==> config.mk <==
export PLATFORM = sky130hd
export DESIGN_NAME = lcd_frame_writer
export DESIGN_NICKNAME = d
export VERILOG_FILES = /design/src/rtl/lcd_frame_writer.sv
export SDC_FILE = /design/constraint.sdc
export NUM_CORES = 1
export LEC_CHECK = 0
export ABC_CLOCK_PERIOD_IN_PS = 3200
export CAP_MARGIN = 25
export CORE_MARGIN = 4
export CORE_UTILIZATION = 59
export CTS_BUF_LIST = sky130_fd_sc_hd__clkbuf_8
export DETAILED_ROUTE_END_ITERATION = 10
export HOLD_SLACK_MARGIN = 0.03
export PLACE_DENSITY = 0.95
export SLEW_MARGIN = 15
export SYNTH_ARGS = -nofsm -noshare
export SYNTH_HDL_FRONTEND = slang
export SYNTH_SLANG_ARGS = --single-unit
export TNS_END_PERCENT = 30
==> constraint.sdc <==
create_clock -name clk -period 3.2 [get_ports clk]
set_clock_uncertainty 0.05 [all_clocks]
set_input_delay 0.64 -clock clk [delete_from_list [all_inputs] [get_ports clk]]
set_output_delay 0.64 -clock clk [all_outputs]
set_load 0.01 [all_outputs]
==> src/rtl/lcd_frame_writer.sv <==
// lcd_frame_writer: emits the CASET/RASET/RAMWR window header, then streams a raster frame of RGB565 pixels as hi/lo bytes.
// Latency: first header byte is presented the cycle after start; each pixel costs 4 cycles minimum (fetch, wait, hi, lo).
// Backpressure: tx_valid/tx_ready handshake; byte and dc are held stable until accepted, and the FSM stalls meanwhile.
module lcd_frame_writer #(
  parameter int unsigned SCREEN_WIDTH  = 32'd240,
  parameter int unsigned SCREEN_HEIGHT = 32'd240,
  parameter int unsigned X_OFFSET      = 32'd0,
  parameter int unsigned Y_OFFSET      = 32'd0
) (
  input  logic        clk,
  input  logic        rst_n,
  input  logic        start,
  output logic        busy,
  output logic        done,
  output logic        pix_req,
  output logic [15:0] pix_x,
  output logic [15:0] pix_y,
  input  logic [15:0] pix_data,
  output logic        tx_valid,
  input  logic        tx_ready,
  output logic [7:0]  tx_data,
  output logic        tx_dc
);

  typedef enum logic [2:0] {
    S_IDLE, S_CMD, S_PARAM, S_FETCH, S_WAIT, S_PIX_HI, S_PIX_LO, S_DONE
  } state_e;

  // Window bounds in panel coordinates, truncated to the 16-bit command fields.
  localparam logic [15:0] XS     = 16'(X_OFFSET);
  localparam logic [15:0] XE     = 16'(X_OFFSET + SCREEN_WIDTH - 32'd1);
  localparam logic [15:0] YS     = 16'(Y_OFFSET);
  localparam logic [15:0] YE     = 16'(Y_OFFSET + SCREEN_HEIGHT - 32'd1);
  // Last raster coordinates (no offset) used to detect row and frame end.
  localparam logic [15:0] X_LAST = 16'(SCREEN_WIDTH - 32'd1);
  localparam logic [15:0] Y_LAST = 16'(SCREEN_HEIGHT - 32'd1);

  state_e      state_q, state_d;
  logic [1:0]  cmd_idx_q, cmd_idx_d;
  logic [1:0]  par_cnt_q, par_cnt_d;
  logic [15:0] x_q, x_d;
  logic [15:0] y_q, y_d;
  logic [15:0] hold_q, hold_d;

  logic [7:0]  cmd_byte;
  logic [7:0]  par_byte;
  logic [15:0] win_s;
  logic [15:0] win_e;

  // Header byte selection: command by index, parameter by index and byte position.
  always_comb begin
    cmd_byte = 8'h2C;
    win_s    = XS;
    win_e    = XE;
    par_byte = 8'h00;
    case (cmd_idx_q)
      2'd0:    cmd_byte = 8'h2A;
      2'd1:    cmd_byte = 8'h2B;
      default: cmd_byte = 8'h2C;
    endcase
    if (cmd_idx_q != 2'd0) begin
      win_s = YS;
      win_e = YE;
    end
    case (par_cnt_q)
      2'd0:    par_byte = win_s[15:8];
      2'd1:    par_byte = win_s[7:0];
      2'd2:    par_byte = win_e[15:8];
      default: par_byte = win_e[7:0];
    endcase
  end

  // Next-state and output decode; outputs depend only on registered state so they are clean.
  always_comb begin
    state_d   = state_q;
    cmd_idx_d = cmd_idx_q;
    par_cnt_d = par_cnt_q;
    x_d       = x_q;
    y_d       = y_q;
    hold_d    = hold_q;
    busy      = 1'b0;
    done      = 1'b0;
    pix_req   = 1'b0;
    pix_x     = 16'd0;
    pix_y     = 16'd0;
    tx_valid  = 1'b0;
    tx_data   = 8'h00;
    tx_dc     = 1'b0;
    case (state_q)
      S_IDLE: begin
        if (start) begin
          state_d   = S_CMD;
          cmd_idx_d = 2'd0;
        end
      end
      S_CMD: begin
        busy     = 1'b1;
        tx_valid = 1'b1;
        tx_data  = cmd_byte;
        if (tx_ready) begin
          if (cmd_idx_q == 2'd2) begin
            state_d = S_FETCH;
            x_d     = 16'd0;
            y_d     = 16'd0;
          end else begin
            state_d   = S_PARAM;
            par_cnt_d = 2'd0;
          end
        end
      end
      S_PARAM: begin
        busy     = 1'b1;
        tx_valid = 1'b1;
        tx_dc    = 1'b1;
        tx_data  = par_byte;
        if (tx_ready) begin
          par_cnt_d = par_cnt_q + 2'd1;
          if (par_cnt_q == 2'd3) begin
            cmd_idx_d = cmd_idx_q + 2'd1;
            state_d   = S_CMD;
          end
        end
      end
      S_FETCH: begin
        busy    = 1'b1;
        pix_req = 1'b1;
        pix_x   = x_q;
        pix_y   = y_q;
        state_d = S_WAIT;
      end
      S_WAIT: begin
        busy    = 1'b1;
        hold_d  = pix_data;
        state_d = S_PIX_HI;
      end
      S_PIX_HI: begin
        busy     = 1'b1;
        tx_valid = 1'b1;
        tx_dc    = 1'b1;
        tx_data  = hold_q[15:8];
        if (tx_ready) state_d = S_PIX_LO;
      end
      S_PIX_LO: begin
        busy     = 1'b1;
        tx_valid = 1'b1;
        tx_dc    = 1'b1;
        tx_data  = hold_q[7:0];
        if (tx_ready) begin
          if (x_q != X_LAST) begin
            x_d     = x_q + 16'd1;
            state_d = S_FETCH;
          end else if (y_q != Y_LAST) begin
            x_d     = 16'd0;
            y_d     = y_q + 16'd1;
            state_d = S_FETCH;
          end else begin
            state_d = S_DONE;
          end
        end
      end
      S_DONE: begin
        done    = 1'b1;
        state_d = S_IDLE;
      end
      default: state_d = S_IDLE;
    endcase
  end

  // State and datapath registers; reset aborts any frame in flight.
  always_ff @(posedge clk or negedge rst_n) begin
    if (!rst_n) begin
      state_q   <= S_IDLE;
      cmd_idx_q <= 2'd0;
      par_cnt_q <= 2'd0;
      x_q       <= 16'd0;
      y_q       <= 16'd0;
      hold_q    <= 16'd0;
    end else begin
      state_q   <= state_d;
      cmd_idx_q <= cmd_idx_d;
      par_cnt_q <= par_cnt_d;
      x_q       <= x_d;
      y_q       <= y_d;
      hold_q    <= hold_d;
    end
  end

endmodule

==> out/summary.txt <==
Normalized max-slew margin -> 0.500
Register area share after synthesis -> 0.397
Asr flop ratio synth -> 1.00
R2R setup slack -> 0.60 ns
R2r startpoint -> x_q[0]$_DFFE_PN0P_
Routed vias/inst -> 6.63
Maxcap violations -> 0
Hold WS -> 0.180 ns
I/O pin cnt -> 65
# port buffers -> 64
Clock slew at reported path FFs -> 0.10 ns
Req. time, crit path -> 2.51 ns
Multi-input gate area -> 1920 sq um
Max Root-Sink Buffers -> 2
Share of cells above drive strength 1 -> 0.123
Register bit count reported by yosys -> 55
CP max-delay cell -> dfrtp_1
EDFF count, synth -> 0
Detail Route met2 WL -> 4780 um
Final worst slack -> 0.228 ns
Status -> complete, no violations
Final ANT Viol Nets -> 0
CTS Buf Count -> 5
Worst Hold Class -> input pin to async pin
Syn avg cell area -> 9.15 sq um
Syn_nets -> 405
Root buf cell -> clkbuf_8
Die area -> 7170 sq um
Final setup viols -> 0
RSZ-0062 raised after global routing -> no
Max Used Layer -> met4
Setup TNS -> 0 ns
Startpoint Class -> register
Fillers -> 415
Reg2reg end -> y_q[0]$_DFFE_PN0P_
HPWL after DPL -> 7000 um
Routability cong. -> 0.954
DR pass1 iterations -> 5
CP Class -> register to output pin
Leakage -> 1.69 nW
Final wirelength -> 9770 um
Total grt overflow -> 0
Metal3 WL -> 737 um
Post-Syn Area -> 3470 sq um
Detailed-route via count -> 3,386
Worst r2r path cells -> 6
Clock Sinks -> 55
Post-layout util -> 0.758
Final net count -> 464
Crit share post-route -> 0.929
P&R area growth vs syn -> 22.5%
CP endpoint kind -> output pin
Worst endpoint data arrival time -> 2.28 ns
Die X -> 84.7 um
Largest net degree at the start of global routing -> 39
FMAX -> 336 MHz
Synth cell types -> 61
Combined flip-flop and latch cell area -> 1380 sq um
Mux cell area share after synthesis -> 0.0642
Fin. max-slew vios -> 0
Postcts setup bufs -> 0
Crit path max fanout -> 20
Synthesized-area fraction occupied by and/or/nand/nor cells -> 0.275
Largest family of logic cells by synthesized area -> simple AND/OR/NAND/NOR gates
Initial Util -> 0.619
Slew of the pin with the lowest slew margin -> 0.743 ns
Row count -> 27
Wl on met1 -> 3940 um
Complex-gate fraction of the synthesized area -> 0.182
Drt drc -> 0
Antenna cells -> 0
Die Span Y -> 84.7 um
Core Region -> 5610 sq um
Syn Inst Count -> 379
Minimum clock period -> 2.97 ns
Iter 0 DRT Violations -> 397
CTS tree -> built
Worst-skew pair later-pin latency -> 0.32 ns
Peak VDD IR -> 453 uV
Pwr Density -> 610 nW/um^2
Ys flop type -> dfrtp_1
Number of global-route vias before repair -> 3,259
Adder-Cell Fraction of Synth Area -> 0.0216
Xor/xnor share of the synthesized area -> 0.0101
Hold Vio Cnt, Final -> 0
Yosys warning total -> 0
Initial antenna violation count -> 0
WP buf/inv -> 2
Critical path, cell by cell -> inv_1, nor2_1, clkdlybuf4s50_1
Total GRT Usage -> 0.278
Routed WL per cell -> 19.1 um
Largest delay share family, worst path -> buffers and inverters
Dpl ws -> 0.495 ns
Critical Path Max Stage Delay -> 0.78 ns
H-tree Lvls -> 2
First-pass GRT wire length -> 16,100 um
-- cells in the final DEF, fill, tap and decap left out, types with 12 or more instances in the layout --
cell type / instances
mux2_2: 18
dfrtp_1: 54
clkdlybuf4s50_1: 63
nor3_1: 13
and2_1: 30
a21oi_1: 22
nand3_1: 23
nor2_1: 22
o21ai_0: 22
nand2_1: 18
buf_4: 12
-- final cells by class --
type,count,area share
Inverter,10,0.00883
Multi-Input combinational cell,290,0.453
Clock inverter,2,0.00294
Clock buffer,6,0.0194
Tap cell,72,0.0212
Timing Repair Buffer,76,0.171
Sequential cell,55,0.324
-- metrics by stage --
stage / std cells / area (sq um) / power [mW]
3_5_place_dp: 503 / 4150 / 2.15
6_report: 511 / 4250 / 2.59
3_3_place_gp: 503 / 4150 / 2.08
4_1_cts: 511 / 4240 / 2.56
2_1_floorplan: 379 / 3470 / 1.70
5_1_grt: 511 / 4250 / 2.75
-- registers in the layout, indices dropped and copies added (netlist names) --
signal and flops:
hold_q 16, x_q 16, y_q 16, state_q 3
cmd_idx_q 2, par_cnt_q 2
-- worst reg2reg max path, delay by kind of cell (launching register included) --
kind                     cells  cell delay (ns)
adder cells (fa/ha/maj)      1             0.26
AO/OA/AOI/OAI                1             0.17
flip-flops                   1             0.44
AND/OR/NAND/NOR              3             1.19
multiplexers                 1             0.38
-- metal layers --
layer / track usage / vias to the layer above
met5: 0 / -
li1: - / 1524
met3: 0.0530 / 32
met4: 0.132 / 0
met2: 0.446 / 190
met1: 0.362 / 1640
-- kinds of logic after synthesis --
family | after synthesis
AOI/OAI and AO/OA | 95
buffers and inverters | 34
adders and majority gates | 6
xor gates and xnor gates | 4
and+or+nand+nor | 165
muxes | 20
DFF | 55
-- report_power, final --
group / internal, mW / switching, mW / total (mW)
registers: 0.882 / 0.229 / 1.11
clock network: 0.175 / 0.240 / 0.415
logic: 0.516 / 0.550 / 1.07
-- cells in the mapped netlist (2+ instances only) --
cell | number | share of area
and4_1 | 2 | 0.0050
nand4_1 | 9 | 0.016
a21oi_1 | 22 | 0.032
and3_1 | 6 | 0.011
o31ai_2 | 2 | 0.0072
xor2_1 | 2 | 0.0050
a31oi_1 | 6 | 0.011
o21a_1 | 2 | 0.0043
buf_6 | 2 | 0.0065
o22ai_1 | 5 | 0.0090
nor4b_2 | 2 | 0.0087
ha_1 | 6 | 0.022
nor2_1 | 22 | 0.024
dfrtp_1 | 55 | 0.40
nor2b_1 | 5 | 0.0090
nor2_2 | 2 | 0.0036
a21boi_0 | 2 | 0.0043
mux2_2 | 18 | 0.058
or4_1 | 5 | 0.011
a22oi_1 | 2 | 0.0043
nand2b_1 | 6 | 0.011
nor3_1 | 13 | 0.019
buf_2 | 3 | 0.0043
a2bb2oi_1 | 2 | 0.0050
or3_1 | 4 | 0.0072
mux2i_1 | 2 | 0.0058
nand3_1 | 23 | 0.033
o2111ai_1 | 2 | 0.0050
and2_1 | 30 | 0.054
clkbuf_1 | 14 | 0.015
buf_4 | 3 | 0.0065
o31ai_1 | 11 | 0.024
o21ai_0 | 22 | 0.032
and4bb_2 | 2 | 0.0072
xnor2_1 | 2 | 0.0050
nand2_1 | 18 | 0.019
inv_1 | 10 | 0.011
nor4_1 | 10 | 0.018
a22o_1 | 3 | 0.0076
-- what timing repair did --
item                                    in CTS  in global routing
gates resized for setup                      0                  3
endpoints found under the setup margin       0                 24
hold buffers                                 0                  0
-- how the worst max path moves through the flow --
| stage | cells past startpoint | slack, ns | to | from |
|---|---|---|---|---|
| floorplan | 5 | 1.14 | pix_x[10] | state_q[1]$_DFFE_PN0P_ |
| global placement | 4 | 0.56 | tx_data[1] | state_q[2]$_DFFE_PN0P_ |
| detailed placement | 4 | 0.50 | tx_data[1] | state_q[2]$_DFFE_PN0P_ |
| CTS | 4 | 0.13 | tx_data[1] | state_q[2]$_DFFE_PN0P_ |
| global route | 4 | 0.1 | tx_data[1] | state_q[2]$_DFFE_PN0P_ |
| finish | 3 | 0.23 | done | state_q[2]$_DFFE_PN0P_ |
(Power assumes the default switching activity.)
